<file path="config.mk">
export PLATFORM = sky130hd
export DESIGN_NAME = pwm_fade_ctrl
export DESIGN_NICKNAME = d
export VERILOG_FILES = /design/src/rtl/pwm_fade_ctrl.sv
export SDC_FILE = /design/constraint.sdc
export NUM_CORES = 1
export LEC_CHECK = 0
export ABC_AREA = 0
export BUFFER_PORTS_ARGS = -buffer_cell sky130_fd_sc_hd__buf_2
export CORE_AREA = 2 2 127 129
export CTS_CLUSTER_DIAMETER = 40
export DETAILED_ROUTE_END_ITERATION = 10
export DIE_AREA = 0 0 129 131
export HOLD_SLACK_MARGIN = 0.1
export PLACE_DENSITY_LB_ADDON = 0.3
export SLEW_MARGIN = 20
export SYNTH_ARGS = -nofsm -noshare
export SYNTH_HDL_FRONTEND = slang
export SYNTH_SLANG_ARGS = --single-unit
</file>
<file path="constraint.sdc">
create_clock -name clk -period 4.61 [get_ports clk]
set_input_delay 0.2305 -clock clk [delete_from_list [all_inputs] [get_ports clk]]
set_output_delay 0.2305 -clock clk [all_outputs]
set_load 0.05 [all_outputs]
</file>
<file path="src/rtl/pwm_fade_ctrl.sv">
// Multi-channel PWM duty fader: one prescaled tick walks every channel's duty toward its target by a per-channel step.
// Latency: a tick seen while idle shows channel i's new duty 2+i cycles later; each channel is updated once per tick pass.
// Backpressure: cmd_ready is high only while idle; a tick that lands during a pass is remembered and starts one extra pass.
module pwm_fade_ctrl #(
  parameter int WIDTH     = 10,
  parameter int N_CH      = 3,
  parameter int DIV_WIDTH = 16
) (
  input  logic                  clk,
  input  logic                  rst,
  input  logic [DIV_WIDTH-1:0]  cfg_div,
  input  logic                  cmd_valid,
  output logic                  cmd_ready,
  input  logic [3:0]            cmd_ch,
  input  logic [WIDTH-1:0]      cmd_target,
  input  logic [WIDTH-1:0]      cmd_step,
  output logic [N_CH*WIDTH-1:0] pwm_val,
  output logic [N_CH-1:0]       busy
);

  localparam int IDX_W = (N_CH > 1) ? $clog2(N_CH) : 1;
  localparam logic [IDX_W-1:0] LAST_IDX = IDX_W'(N_CH - 1);

  typedef enum logic {IDLE, RUN} state_t;

  state_t                      state_q;
  logic [IDX_W-1:0]            idx_q;
  logic                        pend_q;
  logic [DIV_WIDTH-1:0]        cnt_q;
  logic                        tick_q;
  logic [N_CH-1:0][WIDTH-1:0]  cur_q;
  logic [N_CH-1:0][WIDTH-1:0]  tgt_q;
  logic [N_CH-1:0][WIDTH-1:0]  step_q;

  logic                        cmd_acc;
  logic [WIDTH-1:0]            sel_cur;
  logic [WIDTH-1:0]            sel_tgt;
  logic [WIDTH-1:0]            sel_step;
  logic [WIDTH-1:0]            cur_d;
  logic [WIDTH:0]              sum_w;
  logic [WIDTH:0]              diff_w;

  assign cmd_ready = (state_q == IDLE);
  assign cmd_acc   = cmd_valid & cmd_ready;
  assign pwm_val   = cur_q;

  // A channel is busy while its duty has not yet reached its target.
  always_comb begin
    busy = '0;
    for (int i = 0; i < N_CH; i++) begin
      busy[i] = (cur_q[i] != tgt_q[i]);
    end
  end

  // Prescaler: reload on reaching cfg_div (>= so a lowered divider ticks at once) and pulse tick for one cycle.
  always_ff @(posedge clk or posedge rst) begin
    if (rst) begin
      cnt_q  <= '0;
      tick_q <= 1'b0;
    end else if (cnt_q >= cfg_div) begin
      cnt_q  <= '0;
      tick_q <= 1'b1;
    end else begin
      cnt_q  <= cnt_q + 1'b1;
      tick_q <= 1'b0;
    end
  end

  // Pass sequencer: walk idx over all channels per tick; ticks during a pass collapse into one follow-on pass.
  always_ff @(posedge clk or posedge rst) begin
    if (rst) begin
      state_q <= IDLE;
      idx_q   <= '0;
      pend_q  <= 1'b0;
    end else begin
      case (state_q)
        IDLE: begin
          if (tick_q) begin
            state_q <= RUN;
            idx_q   <= '0;
            pend_q  <= 1'b0;
          end
        end
        RUN: begin
          if (idx_q == LAST_IDX) begin
            idx_q  <= '0;
            pend_q <= 1'b0;
            // A tick on the final channel cycle counts as pending too, otherwise it would be lost.
            if (!(pend_q | tick_q)) begin
              state_q <= IDLE;
            end
          end else begin
            idx_q  <= idx_q + 1'b1;
            pend_q <= pend_q | tick_q;
          end
        end
        default: state_q <= IDLE;
      endcase
    end
  end

  // Select the channel addressed by idx for the shared update datapath.
  always_comb begin
    sel_cur  = '0;
    sel_tgt  = '0;
    sel_step = '0;
    for (int i = 0; i < N_CH; i++) begin
      if (idx_q == IDX_W'(i)) begin
        sel_cur  = cur_q[i];
        sel_tgt  = tgt_q[i];
        sel_step = step_q[i];
      end
    end
  end

  // Shared adder/subtractor one bit wider than the duty so carry or borrow clamps to the target instead of wrapping.
  always_comb begin
    sum_w  = {1'b0, sel_cur} + {1'b0, sel_step};
    diff_w = {1'b0, sel_cur} - {1'b0, sel_step};
    cur_d  = sel_cur;
    if (sel_step == '0) begin
      cur_d = sel_tgt;
    end else if (sel_cur < sel_tgt) begin
      cur_d = (sum_w >= {1'b0, sel_tgt}) ? sel_tgt : sum_w[WIDTH-1:0];
    end else if (sel_cur > sel_tgt) begin
      cur_d = (diff_w[WIDTH] || (diff_w[WIDTH-1:0] <= sel_tgt)) ? sel_tgt : diff_w[WIDTH-1:0];
    end
  end

  // Per-channel state: commands load target/step only; the running pass writes the current duty of channel idx.
  always_ff @(posedge clk or posedge rst) begin
    if (rst) begin
      cur_q  <= '0;
      tgt_q  <= '0;
      step_q <= '0;
    end else begin
      for (int i = 0; i < N_CH; i++) begin
        // Out-of-range channel numbers match no entry and are silently dropped.
        if (cmd_acc && (cmd_ch == 4'(i))) begin
          tgt_q[i]  <= cmd_target;
          step_q[i] <= cmd_step;
        end
        if ((state_q == RUN) && (idx_q == IDX_W'(i))) begin
          cur_q[i] <= cur_d;
        end
      end
    end
  end

endmodule

</file>
==> flow_summary.json <==
{
  "status": "finished, final reports clean",
  "yosysTopAreaCell": "dfrtp_1",
  "min_period_ns": 4.566,
  "design.die.area_um2": 16900,
  "antenna_left": 0,
  "drc": 0,
  "final_common_cell": "dfrtp_1",
  "die_w_um": 129,
  "ys_seq_area_frac": 0.3638,
  "crit_fanout": 9,
  "clock.fmax_mhz": 219.0,
  "critPathMostFrequentCell": "o21ai_2",
  "slew_headroom": 0.3080,
  "layout_common_cells": "110 x dfrtp_1, 105 x buf_4, 76 x buf_2, 73 x nor2_1, 62 x ha_1",
  "synth_simple_gate_area_share": 0.1277,
  "yosys.cell_types.count": 62,
  "synth_fa_ha_area_frac": 0.1150,
  "crit_arrival_ns": 4.80,
  "postSynthCellCount": 779,
  "syn-num-nets": 891,
  "grt_pass1_wl_um": 33840,
  "cts_sinks": 111,
  "ys_seq_elements": 111,
  "place_congestion": 1.004,
  "grt_start_max_net_pins": 67,
  "hold_violations": 0,
  "min_path_cells": 2,
  "fin_ws_ns": 0.04448,
  "synth_area_um2": 7635,
  "drv_cap": 0,
  "synth_area_per_cell_um2": 9.801,
  "wl_met3_um": 1405,
  "holdCritPathClass": "primary input to register",
  "grt_pass1_vias": 6491,
  "skew_ns": 0.01188,
  "synthFlopType": "dfrtp_1",
  "diodes": 0,
  "stdcell_area_um2": 9682,
  "vias_per_cell": 5.651,
  "reg2reg_depth": 23,
  "ys_top_cells_by_area": "dfrtp_1 36%, ha_1 11%, mux2_2 8.8%",
  "criticalPathCategory": "register to register",
  "clockBufferDepth": 2,
  "seqCellArea_um2": 2779,
  "route.met2.wl_um": 10030,
  "cp_data_required_time_ns": 4.84,
  "initial_core_util": 0.4895,
  "cp_cell_sequence": "nor2b_4, buf_12, nand2_1, o21ai_2, buf_4, ha_2, buf_4, nand2b_1, a31oi_4, o21ai_2, o21ai_1, xnor2_1, inv_1, ha_4, and3_1, a221oi_2, o21ai_2, a2111oi_4, o21a_4, buf_6, o2bb2ai_4, a31oi_4, a21oi_1",
  "worstSetupStartpointType": "register",
  "synth-xor-area-share": 0.06883,
  "io_pins": 77,
  "h-tree-depth": 3,
  "synth_compound_area_frac": 0.1485,
  "rsz0062_at_grt": "true",
  "yosys-mux-area-fraction": 0.1291,
  "rows": 46,
  "tritoncts": "done",
  "die_h_um": 131,
  "dpl_worst_slack_ns": -0.2234,
  "numCtsBuffers": 9,
  "synth_top_family_by_area": "compound AO/OA/AOI/OAI gates",
  "period_share": 0.9904,
  "synthArstFlopShare": 1.000,
  "core_area_um2": 15600,
  "path_clk_slew_ns": 0.08,
  "finalSetupViolCount": 0,
  "slowest_stage": "dfrtp_2",
  "final_cells": 1167,
  "utilization": 0.6207,
  "clock_latency_ns": 0.36,
  "multi_input_area_um2": 4842,
  "antenna_found_initial": 0,
  "vias": 6595,
  "nets": 1059,
  "slew_viol_final": 0,
  "worst_slew_pin_slew_ns": 1.035,
  "io_buffers": 76,
  "dr.pass1.iters": 5,
  "grt-ovfl-total": 0,
  "endpoint_kind": "register",
  "drive_gt1_frac": 0.3617,
  "dr.max_layer_used": "met4",
  "hpwl_um": 16730,
  "cpPeakStageDelay_ns": 0.51,
  "synth_edf_count": 0,
  "synth-warning-count": 0,
  "wl_um": 21770,
  "routedWlPerCell_um": 18.65,
  "first_iter_violations": 437,
  "area_growth_pct": 26.81,
  "post_dp_cell_area_um2": 8940,
  "grt_use_total": 0.2600,
  "root_buffer": "clkbuf_16",
  "fillers": 1263,
  "place_inst": 1138,
  "wl_met1_um": 9639,
  "synth_top_area_frac": 0.3638
}
==> metrics by stage <==
step | TNS, ns | hold slack [ns]
6_report | 0 | 0.1255
5_1_grt | -2.712 | 0.1311
4_1_cts | 0 | 0.1194
3_5_place_dp | -4.366 | 0.4410
3_3_place_gp | -2.175 | 0.4428
2_1_floorplan | 0 | 0.3811
==> per-layer routing <==
metal / up-vias / global-route usage
met5: - / 0
met1: 3198 / 0.3592
li1: 3102 / -
met3: 54 / 0.04805
met2: 241 / 0.4077
met4: 0 / 0.1010
==> cell type report <==
| class | instances | area share |
|---|---|---|
| well taps | 216 | 0.02791 |
| clock inverters | 5 | 0.004394 |
| clock buffers | 10 | 0.02468 |
| inverters | 48 | 0.01887 |
| flip-flops and latches | 111 | 0.2870 |
| repair buffers | 192 | 0.1370 |
| multi-input cells | 585 | 0.5001 |
==> Yosys cell counts, types with 12 or more instances <==
cell	n
xor2_1	35
o21ai_0	23
a21oi_1	46
mux2i_1	31
clkbuf_1	21
mux2_2	60
nand3_1	17
nor2_1	75
nand2b_1	12
o2bb2ai_1	13
xnor2_1	25
a21o_1	13
dfrtp_1	111
inv_1	48
nand2_1	48
ha_1	67
==> logic make-up (layout without fill, tap and decap cells) <==
logic type,after synthesis,in the layout
simple gates,201,201
compound gates,164,164
flops,111,111
mux,91,91
buf+inv,83,255
fa+ha+maj,69,69
xor+xnor,60,60
==> critical path: cells and delay by family, from the launching register on <==
family                     cells  cell delay, ns
xor gates and xnor gates       1            0.28
and+or+nand+nor                4            0.61
DFF                            1            0.51
adders and majority gates      2            0.47
buffers and inverters          5            0.74
AOI/OAI and AO/OA             11            1.81
==> path summary, 6_finish.rpt <==
| path | slack [ns] | startpoint | end |
|---|---|---|---|
| min in group asynchronous | 0.58 | rst | step_q[27]$_DFFE_PP0P_ |
| hold / removal | 0.13 | cmd_target[2] | tgt_q[22]$_DFFE_PP0P_ |
| max in group asynchronous | 2.92 | rst | pwm_val[3]$_DFFE_PP0P_ |
| setup reg to reg | 0.04 | idx_q[0]$_DFFE_PP0P_ | pwm_val[3]$_DFFE_PP0P_ |
| hold reg to reg | 0.51 | step_q[16]$_DFFE_PP0P_ | step_q[16]$_DFFE_PP0P_ |
| setup / recovery | 0.04 | idx_q[0]$_DFFE_PP0P_ | pwm_val[3]$_DFFE_PP0P_ |
==> sequential cells by signal, summed over array words and instances (netlist names) <==
signal / count
idx_q: 2
step_q: 30
tick_q: 1
cnt_q: 16
state_q: 1
pwm_val: 30
tgt_q: 30
pend_q: 1
==> repair_timing <==
action	CTS	global route
pin swaps	6	44
hold buffers	1	0
endpoints found under the hold margin	65	0
endpoints found under the setup margin	30	30
buffers inserted	3	10
resized for setup	15	62
Power is not shown: default switching activity piles up to over one toggle a cycle in this logic, so the estimate is an artifact.
